### config.mk
export PLATFORM = sky130hd
export DESIGN_NAME = axi_lite_master
export DESIGN_NICKNAME = d
export VERILOG_FILES = /design/src/rtl/axi_lite_master.sv
export SDC_FILE = /design/constraint.sdc
export NUM_CORES = 1
export LEC_CHECK = 0
export BUFFER_PORTS_ARGS = -buffer_cell sky130_fd_sc_hd__clkbuf_2
export CAP_MARGIN = 10
export CELL_PAD_IN_SITES_DETAIL_PLACEMENT = 2
export CELL_PAD_IN_SITES_GLOBAL_PLACEMENT = 2
export CORE_MARGIN = 1
export CORE_UTILIZATION = 24
export DETAILED_ROUTE_END_ITERATION = 12
export PLACE_DENSITY_LB_ADDON = 0.12
export SETUP_SLACK_MARGIN = 0.15
export SYNTH_ARGS = -nofsm -noshare
export SYNTH_HDL_FRONTEND = slang
export SYNTH_SLANG_ARGS = --single-unit
export TNS_END_PERCENT = 100
### constraint.sdc
create_clock -name i_clk -period 2 [get_ports i_clk]
set_clock_uncertainty 0.05 [all_clocks]
set_input_delay 0.2 -clock i_clk [delete_from_list [all_inputs] [get_ports i_clk]]
set_output_delay 0.2 -clock i_clk [all_outputs]
set_load 0.1 [all_outputs]
### src/rtl/axi_lite_master.sv
// axi_lite_master: single-outstanding AXI4-Lite initiator.
// It turns a simple valid/ready memory request into one AXI4-Lite read or
// write transaction and returns the completion on a valid/ready response port.
// The optional alignment check is enabled by defining MISALIGN_CHECK_EN.
//
// Handshake rule used on every channel: a transfer happens on a rising edge
// where valid && ready. Once valid is high it stays high, and its payload
// stays stable, until that edge. Ready may change freely.
module axi_lite_master #(
  parameter int ADDR_WIDTH = 32,
  parameter int DATA_WIDTH = 32
) (
  input  logic                    i_clk,
  input  logic                    i_rst,
  // core request
  input  logic                    i_req_valid,
  output logic                    o_req_ready,
  input  logic                    i_req_wen,
  input  logic [ADDR_WIDTH-1:0]   i_req_addr,
  input  logic [1:0]              i_req_size,
  input  logic [DATA_WIDTH-1:0]   i_req_wdata,
  input  logic [DATA_WIDTH/8-1:0] i_req_wstrb,
  // core completion
  output logic                    o_rsp_valid,
  input  logic                    i_rsp_ready,
  output logic [DATA_WIDTH-1:0]   o_rsp_rdata,
  output logic [1:0]              o_rsp_resp,
  // AXI4-Lite write address / data / response
  output logic [ADDR_WIDTH-1:0]   awaddr,
  output logic                    awvalid,
  input  logic                    awready,
  output logic [DATA_WIDTH-1:0]   wdata,
  output logic [DATA_WIDTH/8-1:0] wstrb,
  output logic                    wvalid,
  input  logic                    wready,
  input  logic [1:0]              bresp,
  input  logic                    bvalid,
  output logic                    bready,
  // AXI4-Lite read address / data
  output logic [ADDR_WIDTH-1:0]   araddr,
  output logic                    arvalid,
  input  logic                    arready,
  input  logic [DATA_WIDTH-1:0]   rdata,
  input  logic [1:0]              rresp,
  input  logic                    rvalid,
  output logic                    rready,
  // current FSM state for observation
  output logic [2:0]              dbg_state
);

  typedef enum logic [2:0] {
    S_IDLE = 3'd0,
    S_WR   = 3'd1,
    S_WB   = 3'd2,
    S_RA   = 3'd3,
    S_RR   = 3'd4,
    S_RSP  = 3'd5
  } state_t;

  state_t state;

  // A write-side channel is finished once its valid is low or handshakes now.
  logic aw_done;
  logic w_done;
  logic misaligned;

  assign aw_done   = !awvalid || awready;
  assign w_done    = !wvalid  || wready;
  assign dbg_state = state;

`ifdef MISALIGN_CHECK_EN
  // Half needs addr[0]==0; word (size 2 or 3) needs addr[1:0]==0.
  always_comb begin
    misaligned = 1'b0;
    case (i_req_size)
      2'd0:    misaligned = 1'b0;
      2'd1:    misaligned = i_req_addr[0];
      default: misaligned = (i_req_addr[1:0] != 2'b00);
    endcase
  end
`else
  // Without the check the size field has no effect on the bus.
  logic unused_size;
  assign unused_size = ^i_req_size;
  assign misaligned  = 1'b0;
`endif

  // Request/transaction/response sequencer with all outputs registered.
  always_ff @(posedge i_clk) begin
    if (i_rst) begin
      state       <= S_IDLE;
      o_req_ready <= 1'b1;
      o_rsp_valid <= 1'b0;
      o_rsp_rdata <= '0;
      o_rsp_resp  <= 2'b00;
      awaddr      <= '0;
      awvalid     <= 1'b0;
      wdata       <= '0;
      wstrb       <= '0;
      wvalid      <= 1'b0;
      bready      <= 1'b0;
      araddr      <= '0;
      arvalid     <= 1'b0;
      rready      <= 1'b0;
    end else begin
      case (state)
        S_IDLE: begin
          if (i_req_valid) begin
            o_req_ready <= 1'b0;
            if (misaligned) begin
              // Rejected locally: nothing goes out on the bus.
              o_rsp_valid <= 1'b1;
              o_rsp_resp  <= 2'b10;
              o_rsp_rdata <= '0;
              state       <= S_RSP;
            end else if (i_req_wen) begin
              awaddr  <= i_req_addr;
              wdata   <= i_req_wdata;
              wstrb   <= i_req_wstrb;
              awvalid <= 1'b1;
              wvalid  <= 1'b1;
              state   <= S_WR;
            end else begin
              araddr  <= i_req_addr;
              arvalid <= 1'b1;
              state   <= S_RA;
            end
          end
        end
        S_WR: begin
          // AW and W retire independently; move on once both are done.
          if (awvalid && awready) awvalid <= 1'b0;
          if (wvalid && wready)   wvalid  <= 1'b0;
          if (aw_done && w_done) begin
            bready <= 1'b1;
            state  <= S_WB;
          end
        end
        S_WB: begin
          if (bvalid) begin
            bready      <= 1'b0;
            o_rsp_resp  <= bresp;
            o_rsp_rdata <= '0;
            o_rsp_valid <= 1'b1;
            state       <= S_RSP;
          end
        end
        S_RA: begin
          if (arready) begin
            arvalid <= 1'b0;
            rready  <= 1'b1;
            state   <= S_RR;
          end
        end
        S_RR: begin
          if (rvalid) begin
            rready      <= 1'b0;
            o_rsp_rdata <= rdata;
            o_rsp_resp  <= rresp;
            o_rsp_valid <= 1'b1;
            state       <= S_RSP;
          end
        end
        S_RSP: begin
          if (i_rsp_ready) begin
            o_rsp_valid <= 1'b0;
            o_req_ready <= 1'b1;
            state       <= S_IDLE;
          end
        end
        default: begin
          state       <= S_IDLE;
          o_req_ready <= 1'b1;
        end
      endcase
    end
  end

endmodule
* Yosys cells after proc, flatten, opt, wreduce, memory -nomap -nowiden
Cells that the tools add are included.
W data, S select, Z words.
** Storage, ports and cells
- Output and inout port bits :: 144
- Input port bits :: 116
- Word-level logic and storage cells :: 94
- Bits in registers :: 144
** Operators by class
- Bitwise logic cells :: 2
- Multiplexer cells :: 37
- Eq/ne operators :: 15
- Reduce and logical (&&, ||, !) cells :: 26
** Operator list (number)
- $mux W32 :: 2
- $pmux W32 S2 :: 1
- $ne A2 B2 Y1 const B :: 10
- $mux W3 :: 6
- $pmux W3 S6 :: 1
- $reduce_and A3 Y1 :: 6
- $mux W1 :: 16
- $reduce_and A4 Y1 :: 4
- $pmux W1 S2 :: 5
- $reduce_bool A2 Y1 :: 5
- $eq A3 B2 Y1 const B :: 2
- $eq A3 B3 Y1 const B :: 2
- $mux W2 :: 3
- $pmux W1 S3 :: 2
- $reduce_and A6 Y1 :: 1
- $pmux W2 S2 :: 1
- $reduce_or A4 Y1 :: 1
- $eq A3 B1 Y1 const B :: 1
- $logic_and A1 B1 Y1 :: 3
- $logic_not A3 Y1 :: 1
- $reduce_bool A3 Y1 :: 1
- $logic_not A1 Y1 :: 2
- $logic_or A1 B1 Y1 :: 2
- $not A1 Y1 :: 2

* Logic depth before layout (Yosys ltp)
- Word-level depth :: 5
- Mapped depth :: 8
- Depth with buffers taken out :: 4

* Least setup slack after synthesis
Ideal clock, no wire load.
- Kind :: reg-to-reg
- Start point :: register state[0] (netlist: dbg_state[0])
- End point :: register o_rsp_rdata[22]
- Library setup time :: 0.128 ns
- Data arrival time :: 2.098 ns
- Clock period less this slack :: 2.275 ns
- Path slack :: -0.275 ns
- Buffers on the path :: 3
- Stages on the path, launching flop included :: 8
- Data required time :: 1.822 ns
- Path through :: dfxtp_1 > buf_2 > nor2_1 > and3_1 > clkbuf_1 > buf_2 > a22oi_1 > nor2_1
** On the way
- Word-level cells in the longest chain between the ends :: 3
- Elaborated cells on any way between the ends :: 7
- Those cells by class :: 4 x eq/ne; 1 x mux; 2 x reduce/logical
** Ends and longest elaborated chain
- start: declaration :: line 60 : state_t state;
- start signal: assignment :: line 91 : state <= S_IDLE;
- start signal: assignment :: line 115 : state <= S_RSP;
- start signal: assignment :: line 122 : state <= S_WR;
- $eq A3 B3 Y1 / $eq A3 B2 Y1 (equally long branches) :: line 106 : case (state)
- $ne A2 B2 Y1 (no source line) / $reduce_bool A2 Y1 (equally long branches)
- $reduce_and A3 Y1 (no source line)
- end signal: assignment :: line 158 : o_rsp_rdata <= rdata;
- end: declaration :: line 26 : output logic [DATA_WIDTH-1:0] o_rsp_rdata,
Parallel ways exist; a longest one is shown, timed or not.
A chain may end at the register's enable or synchronous reset.

* Worst setup path in the final report
- Start point :: register state[2] (netlist: dbg_state[2])
- End point :: output port dbg_state[2]
** RTL lines
- end: declaration :: line 48 : output logic [2:0] dbg_state
No word-level cell between the ends.

==> metrics list <==
* Placement-stage worst setup slack: 277.3 ps
- Final cell utilization of the core: 39.42%
- Summed over all instances, the cell type with the most area after synthesis is sky130_fd_sc_hd__dfxtp_1.
- Summing over every cut layer, the via total after detailed routing is 5,708.
* Mapped Cells: 622
- DRC viols: 0
- Average vias per placed instance: between 4 and 5
- Area grow syn2layout: 60.69%
* TritonCTS sink count: roughly 140
* Fmax: 561.6 MHz
- In this run, synthesis inferred 0 flip-flops with an integrated enable.
* Outcome: complete, no violations
* Final Worst Setup Slack: roughly 220 ps
- Remaining global-route overflow: 0
- The count of cells in the finished layout, fillers not included, comes to about 1,200.
* Setup-violating endpoint count in the final report: 0
- For the pin with the worst max-slew slack, the measured transition is about 630 ps.
* Total die area: 22,140 um2
* # Max-Cap Violations: 0
* Cell area after synthesis: 5172 um2
- Number of antenna violations at the first check in global routing: 0
- In the finished design, the share of the clock period the worst path needs comes to 89.03%.
- Die H: 148.8 um
* Clk pin slew, worst setup/hold paths: around 60 ps
* Dominant delay contributor by cell family on the critical path: buffers and inverters
- The largest single stage delay on the critical path is 500 ps.
* Total buffers and inverters traversed by the critical path: 2
* Routed length per instance: 16.87 um
- CTS placed an instance of sky130_fd_sc_hd__clkbuf_16 at the clock tree root.
- Setup repair after global routing left no endpoint under its margin.
* Final-layout setup total negative slack: 0 ps
- Post-synthesis net count: between 700 and 800
- The number of setup buffers added after CTS is 0.
* Total Routing Usage GR: 19.33%
* Most instantiated flip-flop cell in the synthesis netlist: sky130_fd_sc_hd__dfxtp_1
* Number of instances in the placed design: 1,117
- Number of CTS-inserted buffers: 17
- Maximum number of pins on one net before global-route repair: slightly below 70
- Total Wirelength: around 21,000 um
* Antenna diode instance count: 0
- Data required time of the critical path: 1750 ps
- The Yosys step of the flow raised 0 warnings.
- Sorting the synthesized cells by how often they occur yields 209 x sky130_fd_sc_hd__nand2_1, 144 x sky130_fd_sc_hd__dfxtp_1, 106 x sky130_fd_sc_hd__a21oi_1, 39 x sky130_fd_sc_hd__nor2_1, 33 x sky130_fd_sc_hd__a22oi_1.
* Worst min-delay path class: input port to register
- For this design the static power due to leakage is around 3.6 nW.
- Row generation in the floorplan step produced 53 rows.
- Measured along the x axis, the die boundary spans 148.8 um.
* Worst Setup Path Type: register to primary output
- The final-report hold violation count came to 0.
- CTS tree: built
- Counting I/O delays and the setup requirement, the final critical path takes 1781 ps.
- CORE AREA: between 20,000 and 25,000 um2
- DRT iter0 DRCs: 176
- Of all nets on the critical path, the largest fanout is 16.
- The first detailed-routing pass took 4 iterations.
- The first global-routing pass estimated 32,820 um of wire.
- STA classifies the critical path startpoint as a register.
* Crit-path cells: buf_4 > clkbuf_2
- Crit. End Element: primary output
- sky130_fd_sc_hd__nand2_1 is the most common cell in the netlist.
- Vias in the first global route: about 6,300
- The share of the Yosys chip area taken by registers is 55.73%.
- In this run the tightest slew margin relative to its limit is around 58%.
- The initial utilization of the core area, before any placement, comes to 24.53%.
* HPWL after detailed placement: ~14,000 um
- Slowest-stage cell, CP: sky130_fd_sc_hd__clkbuf_2
* IO Pins: 260
* Level count of the clock H-tree: 4
* Clock network latency to the later pin of the worst-skew pair: roughly 420 ps
- The final layout contains 1,078 nets.
- In this run the power density over the cells is between 1000 and 1500 nW/um2.
- Of the cells placed in the final design, the portion with a size suffix greater than 1 is around a third.
* Critical path arrival: 1530 ps
* Placer congestion estimate: 0.7226
* Portion of synthesized cell area occupied by the leading cell type: between 50% and 60%
* Count of buffers from port buffering: 257
- The synthesized design contains 144 register bits.
- Yosys mapped the design onto 37 distinct sky130hd cell types.
- Async S/R FF share, synth: 0%
- Largest buffer count on any clock path: 2
- Worst-case hold slack: 26.93 ps
- The number of max-slew violations in the final report is 0.
- Dominant cells by area after synthesis: sky130_fd_sc_hd__dfxtp_1 56%, sky130_fd_sc_hd__nand2_1 15%, sky130_fd_sc_hd__a21oi_1 10%, sky130_fd_sc_hd__a22oi_1 4.8%, sky130_fd_sc_hd__nor2_1 2.8%
- Each instance of the synthesized netlist takes up on average 8.316 um2.
- Remaining number of nets flagged by the antenna check after routing: 0
- Across the VDD grid, the largest voltage drop is 0.0004839 V.
[worst reg2reg max path: stages, from the launching register on]
cell and delay [ps]:
sky130_fd_sc_hd__dfxtp_2 410, sky130_fd_sc_hd__nor2_1 350, sky130_fd_sc_hd__and3_1 210, sky130_fd_sc_hd__buf_4 320, sky130_fd_sc_hd__a22oi_1 190, sky130_fd_sc_hd__nor2_1 130
[state kept, by name (all words and copies together) (netlist names), 2 cells and up]
signal and cells:
dbg_state 3, wdata 32, araddr 32, wstrb 4, o_rsp_rdata 32, awaddr 32
o_rsp_resp 2
[cell usage in the layout, fill, tap and decap left out, types with 3 or more instances in the layout]
| cell | count |
|---|---|
| sky130_fd_sc_hd__clkbuf_2 | 256 |
| sky130_fd_sc_hd__nand2_1 | 208 |
| sky130_fd_sc_hd__dfxtp_1 | 141 |
| sky130_fd_sc_hd__a21oi_1 | 106 |
| sky130_fd_sc_hd__dlygate4sd3_1 | 101 |
| sky130_fd_sc_hd__nor2_1 | 39 |
| sky130_fd_sc_hd__a22oi_1 | 33 |
| sky130_fd_sc_hd__clkbuf_16 | 17 |
| sky130_fd_sc_hd__buf_4 | 9 |
| sky130_fd_sc_hd__nand2b_1 | 4 |
| sky130_fd_sc_hd__inv_1 | 4 |
| sky130_fd_sc_hd__buf_12 | 4 |
| sky130_fd_sc_hd__nand3_1 | 3 |
| sky130_fd_sc_hd__bufinv_16 | 3 |
| sky130_fd_sc_hd__clkinv_2 | 3 |
[where the power goes]
part / internal (W) / switching, W / leakage (nW)
sequential: 0.00323 / 0.000235 / 1.17
clock: 0.00201 / 0.00126 / 0.288
combinational: 0.000847 / 0.00360 / 2.17
total: 0.00609 / 0.00510 / 3.63
[routing by layer]
| metal | wire, um | track usage (%) | vias to the layer above |
|---|---|---|---|
| met2 | 11010 | 36.03 | 163 |
| met3 | 1230 | 5.535 | 23 |
| li1 | - | - | 2742 |
| met4 | 323 | 6.633 | 0 |
| met1 | 8497 | 20.68 | 2780 |
| met5 | 0 | 0 | - |
[final cells by class]
class,count,area (um2)
Multi-Input combinational cell,425,2029
Inverter,4,15.01
Tap cell,275,344.1
Fill cell,2429,12780
Clock buffer,20,456.7
Clock inverter,10,137.6
Sequential cell,144,2889
Timing Repair Buffer,370,2440
[cell families after synthesis]
logic type / share of synthesized area [%]
compound gates: 17.80
flops: 55.73
buf+inv: 5.104
simple gates: 20.95
mux: 0.4112
[per-stage QoR]
step,power (W),cell area (um2)
2_1_floorplan,0.006967,5179
3_3_place_gp,0.007721,6706
3_5_place_dp,0.007829,6706
4_1_cts,0.01131,8312
5_1_grt,0.01167,8312
6_report,0.01118,8312
[path summary, 6_finish.rpt]
kind                                           startpoint                           end  slack (ps)  cells after the start
worst max register to register  dbg_state[1]$_SDFFE_PP0P_   o_rsp_rdata[3]$_SDFFE_PP0P_         280                      5
worst min-delay path                            rdata[29]  o_rsp_rdata[29]$_SDFFE_PP0P_          30                      3
worst max-delay path            dbg_state[2]$_SDFFE_PP0P_                  dbg_state[2]         220                      2
worst min register to register    awaddr[15]$_SDFFE_PP0P_       awaddr[15]$_SDFFE_PP0P_         410                      2
[timing repair]
item,in CTS,in global routing
endpoints found under the setup margin,0,0
resized for setup,0,0
hold buffers,101,0
endpoints found under the hold margin,131,0
(Power assumes the default switching activity.)
